==> src/rtl/team_03_wb_master.sv <==
// team_03_wb_master: single-transfer Wishbone classic master.
// A core request is latched in IDLE, driven on the bus in BUS until ACK_I,
// and completion is reported with a one-cycle done_o pulse in DONE.
// Optional feature macro: TEAM_03_WBM_TIMEOUT_EN adds a BUS-state timeout
// counter that ends an unacknowledged cycle with err_o=1.
module team_03_wb_master #(
    parameter int unsigned TIMEOUT_CYCLES = 255
) (
    input  logic        wb_clk_i,
    input  logic        wb_rst_i,
    input  logic        req_i,
    input  logic        req_we_i,
    input  logic [31:0] req_adr_i,
    input  logic [31:0] req_dat_i,
    input  logic [3:0]  req_sel_i,
    output logic        busy_o,
    output logic        done_o,
    output logic        err_o,
    output logic [31:0] rdata_o,
    output logic [31:0] ADR_O,
    output logic [31:0] DAT_O,
    output logic [3:0]  SEL_O,
    output logic        WE_O,
    output logic        STB_O,
    output logic        CYC_O,
    input  logic [31:0] DAT_I,
    input  logic        ACK_I
);

    typedef enum logic [1:0] {
        IDLE = 2'd0,
        BUS  = 2'd1,
        DONE = 2'd2
    } state_t;

    state_t      state;
    state_t      state_next;
    logic        we_q;
    logic [31:0] adr_q;
    logic [31:0] dat_q;
    logic [3:0]  sel_q;
    logic [31:0] rdata_q;
    logic        err_q;
    logic        cyc;
    logic        timeout_hit;

    // Reject out-of-range timeout settings when the design is elaborated.
    if (TIMEOUT_CYCLES < 1 || TIMEOUT_CYCLES > 65535) begin : g_bad_timeout
        $error("TIMEOUT_CYCLES must lie in 1..65535");
    end

`ifdef TEAM_03_WBM_TIMEOUT_EN
    localparam logic [15:0] TMO_LAST = 16'(TIMEOUT_CYCLES - 1);

    logic [15:0] tmo_cnt;

    // Count unacknowledged BUS cycles; held at zero in IDLE so each BUS entry starts fresh.
    always_ff @(posedge wb_clk_i) begin
        if (wb_rst_i) begin
            tmo_cnt <= 16'd0;
        end else if (state != BUS) begin
            tmo_cnt <= 16'd0;
        end else if (!ACK_I && !timeout_hit) begin
            tmo_cnt <= tmo_cnt + 16'd1;
        end
    end

    assign timeout_hit = (state == BUS) && !ACK_I && (tmo_cnt == TMO_LAST);
`else
    assign timeout_hit = 1'b0;
`endif

    // State register.
    always_ff @(posedge wb_clk_i) begin
        if (wb_rst_i) begin
            state <= IDLE;
        end else begin
            state <= state_next;
        end
    end

    // Next-state decode and the state-derived handshake outputs.
    always_comb begin
        state_next = state;
        busy_o     = 1'b1;
        done_o     = 1'b0;
        cyc        = 1'b0;
        case (state)
            IDLE: begin
                busy_o = 1'b0;
                if (req_i) begin
                    state_next = BUS;
                end
            end
            BUS: begin
                cyc = 1'b1;
                if (ACK_I || timeout_hit) begin
                    state_next = DONE;
                end
            end
            DONE: begin
                done_o     = 1'b1;
                state_next = IDLE;
            end
            default: begin
                state_next = IDLE;
            end
        endcase
    end

    // Latch the request on acceptance and capture the result when BUS ends.
    always_ff @(posedge wb_clk_i) begin
        if (wb_rst_i) begin
            we_q    <= 1'b0;
            adr_q   <= 32'd0;
            dat_q   <= 32'd0;
            sel_q   <= 4'd0;
            rdata_q <= 32'd0;
            err_q   <= 1'b0;
        end else begin
            if (state == IDLE && req_i) begin
                we_q  <= req_we_i;
                adr_q <= req_adr_i;
                dat_q <= req_dat_i;
                sel_q <= req_sel_i;
            end
            if (state == BUS && ACK_I) begin
                err_q <= 1'b0;
                if (!we_q) begin
                    rdata_q <= DAT_I;
                end
            end else if (timeout_hit) begin
                err_q   <= 1'b1;
                rdata_q <= 32'd0;
            end
        end
    end

    assign CYC_O   = cyc;
    assign STB_O   = cyc;
    assign ADR_O   = cyc ? adr_q : 32'd0;
    assign DAT_O   = cyc ? dat_q : 32'd0;
    assign SEL_O   = cyc ? sel_q : 4'd0;
    assign WE_O    = cyc & we_q;
    assign err_o   = done_o & err_q;
    assign rdata_o = rdata_q;

endmodule

==> config.mk <==
export PLATFORM = sky130hd
export DESIGN_NAME = team_03_wb_master
export DESIGN_NICKNAME = d
export VERILOG_FILES = /design/src/rtl/team_03_wb_master.sv
export SDC_FILE = /design/constraint.sdc
export NUM_CORES = 1
export LEC_CHECK = 0
export BUFFER_PORTS_ARGS = -buffer_cell sky130_fd_sc_hd__buf_2
export CORE_ASPECT_RATIO = 1.75
export CORE_UTILIZATION = 54
export CTS_BUF_LIST = sky130_fd_sc_hd__clkbuf_8
export DETAILED_ROUTE_END_ITERATION = 6
export HOLD_SLACK_MARGIN = 0.15
export PLACE_DENSITY = 0.87
export SLEW_MARGIN = 20
export SYNTH_ARGS = -nofsm -noshare
export SYNTH_HDL_FRONTEND = slang
export SYNTH_SLANG_ARGS = --single-unit
==> constraint.sdc <==
create_clock -name wb_clk_i -period 3.18 [get_ports wb_clk_i]
set_input_delay 0.318 -clock wb_clk_i [delete_from_list [all_inputs] [get_ports wb_clk_i]]
set_output_delay 0.318 -clock wb_clk_i [all_outputs]
set_load 0.01 [all_outputs]
Word level (Yosys, flattened, before mapping). Cells that the tools add are included.

Flip-flop bits (word level): 103. Input port bits: 105. Output and inout port bits: 106. Logic and storage cells: 26.

Eq/ne operators: 4. Mux-type cells: 9. Bitwise operators: 2. Reduce and logical (&&, ||, !) cells: 5.

Operators by type and width (count): $mux 32 (2); $mux 2 (2); $mux 4 (1); $ne 2x2->1 const B (2); $pmux 2 s2 (1); $reduce_and 2->1 (2); $mux 1 (3); $eq 2x1->1 const B (1); $eq 2x2->1 const B (1); $logic_and 1x1->1 (2); $logic_not 2->1 (1); $and 1x1->1 (1); $not 1->1 (1).

Logic depth before layout (Yosys ltp).
Word-level depth: 3. Depth in mapped cells: 4. Depth with buffers taken out: 2.

Worst setup path before layout. Ideal clock, no wire load.

Kind: flip-flop to output port. Start point: register state[0]. End point: output port ADR_O[0]. Data arrival time: 1010 ps. Data required time: 2862 ps. Setup slack: 1852 ps. Cell stages (with the launch flop): 5. Buffers on the path: 2. Path through: dfxtp_1 -> nor2b_1 -> buf_2 -> clkbuf_1 -> and2_1.

Word-level cells in the longest chain between the ends: 3.

RTL lines: start, declared (RTL line 36) `state_t state;`; start signal, assigned (RTL line 78) `state <= state_next;`; $eq 2x1->1 (RTL line 88) `case (state)`; $mux 1 (RTL line 88); $mux 32 (RTL line 141) `assign ADR_O = cyc ? adr_q : 32'd0;`; end, declared (RTL line 20) `output logic [31:0] ADR_O,`.

Every way passes these cells.

Worst setup path in the final report.
Start point: register state[0]. End point: output port DAT_O[1].

Word-level cells in the longest chain between the ends: 3.

RTL lines: $eq 2x1->1 (RTL line 88); $mux 1 (RTL line 88); $mux 32 (RTL line 142) `assign DAT_O = cyc ? dat_q : 32'd0;`; end, declared (RTL line 21) `output logic [31:0] DAT_O,`.

Every way passes these cells.

==> impl_metrics.yaml <==
synth:
  synth_top_area_cell: "dfxtp_1"
  syn_area_um2: 5130
  synth_area_per_cell_um2: 9.72
  synth.most_common_cell: "nand2b_1"
  synth_edf_count: 0
  netlist_instances: 528
  synth-seq-cells: 103
  synth_fp_nets: 633
  async_reset_ff_frac: 0
  ys_seq_area_frac: 0.402
  netlist-cell-type-count: 17
  yosys_warnings: 0
  synth.top_cells.by_area: "dfxtp_1 (40%), nand2b_1 (25%), mux2i_1 (20%)"
  synth.cells.most_frequent: "nand2b_1 (202), dfxtp_1 (103), mux2i_1 (101)"
  synth_top_cell_area_share: 0.402
  synthFlopType: "dfxtp_1"
placement:
  portBuffers: 209
  post-dp-hpwl_um: 7860
  placed_cell_area_um2: 6100
  dp.cells: 817
  routabilityCongestion: 0.761
pwr:
  p_per_area_nw_per_um2: 416
  vdd_drop_max_v: 0.000337
  power.total_mw: 2.61
  p_leak_nw: 3.01
detailed_routing:
  routed-wl-met2_um: 5460
  ant_nets: 0
  wl_per_cell_um: 13.1
  dr.pass1.iters: 4
  drt_wl_total_um: 10900
  drtIter0Drc: 152
  wl_met1_um: 4360
  top_layer: "met4"
  drc: 0
  routed_via_density: 4.80
  dr_wl_met3_um: 687
  vias: 3991
worst_setup_path:
  critPathKind: "reg2out"
  end_kind: "output pin"
  critPathLaunchType: "flop"
  cp_cell_sequence: "nor2b_4 > buf_4 > and2_1 > buf_2"
  required_ps: 2860
  cp_slowest_cell: "buf_4"
  cp_max_fo: 72
  critPathMaxStageDelay_ps: 470
  cp.arrival_ps: 1800
cts:
  cts_buffers: 9
  holdBufCountCts: 0
  insertion_delay_ps: 360
  post_cts_buffers: 0
  cts-resized-gates: 0
  clock-sinks: 103
  clk_pin_slew_worst_paths_ps: 90
  cts-root-buf: "clkbuf_8"
  clockBufferDepth: 2
  tritoncts: "yes"
  cts-htree-levels: 3
timing:
  clock-skew-final_ps: 10.5
  slew_headroom: 0.280
  hold_violations: 0
  rsz0062_at_grt: "false"
  finalCriticalPeriod_ps: 2120
  worst_pin_slew_ps: 1080
  maxSlewViolCount: 0
  setup_viol: 0
  setup-tns-final_ps: 0
  max_freq_mhz: 472
  period_share: 0.667
finish:
  design_area_um2: 6290
  diodes: 0
  area_growth_syn_to_layout_pct: 22.6
  nets: 813
  fillers: 741
  layout-drive-gt1-share: 0.323
  final_cells: 832
global_routing:
  grtUsageTotal: 0.212
  antenna_found_initial: 0
  grt_max_degree: 120
  grt_overflow: 0
  grt_pass1_vias: 3773
  grt_pass1_wl_um: 16100
floorplanning:
  rows: 46
  initial_core_util: 0.561
  io-pin-count: 211
  chipWidth_um: 75.7
  die_h_um: 131
  core-area_um2: 9150
  dieArea_um2: 9920
worst_hold_path:
  min-delay-path-class: "in2reg"
job:
  drv_cap: 0
run_status:
  status: "completed"
==> power by group <==
group | switching, mW | total, mW | internal [mW]
logic | 0.198 | 0.416 | 0.218
registers | 0.0388 | 1.41 | 1.37
clock network | 0.415 | 0.791 | 0.376
total | 0.652 | 2.61 | 1.96
==> area by class of cell <==
class / count / area (um^2) / area share
Tap cell: 120 / 150 / 0.0239
Sequential cell: 103 / 2060 / 0.328
Multi-Input combinational cell: 381 / 2790 / 0.443
Clock inverter: 5 / 51.3 / 0.00815
Clock buffer: 10 / 138 / 0.0219
Timing Repair Buffer: 213 / 1100 / 0.175
==> cells in the final DEF (no fill, tap or decap), types with 2 or more instances in the layout <==
| cell type | n |
|---|---|
| clkbuf_8 | 10 |
| buf_12 | 2 |
| buf_4 | 3 |
| and2_1 | 69 |
| inv_1 | 2 |
| dfxtp_1 | 103 |
| buf_2 | 208 |
| nand2b_1 | 202 |
| mux2i_1 | 101 |
==> logic make-up (layout without fill, tap and decap cells) <==
logic type | after synthesis | after routing | synth area share
other | 1 | 1 | 0.000730
AND/OR/NAND/NOR | 278 | 278 | 0.341
flip-flops | 103 | 103 | 0.402
AO/OA/AOI/OAI | 1 | 1 | 0.00195
buffers and inverters | 44 | 228 | 0.0578
multiplexers | 101 | 101 | 0.197
==> final timing paths <==
| check | startpoint | to | slack (ps) | cells past startpoint |
|---|---|---|---|---|
| hold / removal | DAT_I[5] | rdata_o[5] | 210 | 3 |
| setup / recovery | state[0] | DAT_O[1] | 1060 | 4 |
| setup reg to reg | state[1] | rdata_o[25] | 1380 | 2 |
| hold reg to reg | sel_q[2] | sel_q[2] | 470 | 2 |
==> flip-flops by register name, summed over array words and instances, names as in the netlist <==
| name | cells |
|---|---|
| sel_q | 4 |
| dat_q | 32 |
| adr_q | 32 |
| rdata_o | 32 |
| we_q | 1 |
| state | 2 |
==> layer usage <==
metal,global-route usage,vias to the layer above
met1,0.223,1783
met3,0.0498,34
met4,0.137,0
met2,0.368,159
li1,-,2015
met5,0,-
==> critical path: cells and delay by family (launching register included) <==
kind          cells  cell delay [ps]
buf+inv           2              610
flops             1              410
simple gates      2              400
==> per-stage QoR <==
| stage | hold WS, ps | worst slack [ps] | utilization |
|---|---|---|---|
| after detailed placement | 459 | 1350 | 0.667 |
| after global placement | 453 | 1440 | 0.667 |
| after CTS | 191 | 1040 | 0.688 |
| after floorplan | 444 | 1850 | - |
| after global routing | 197 | 928 | 0.688 |
| final | 207 | 1060 | 0.688 |
Note: power is estimated with default switching activity, not from simulation.
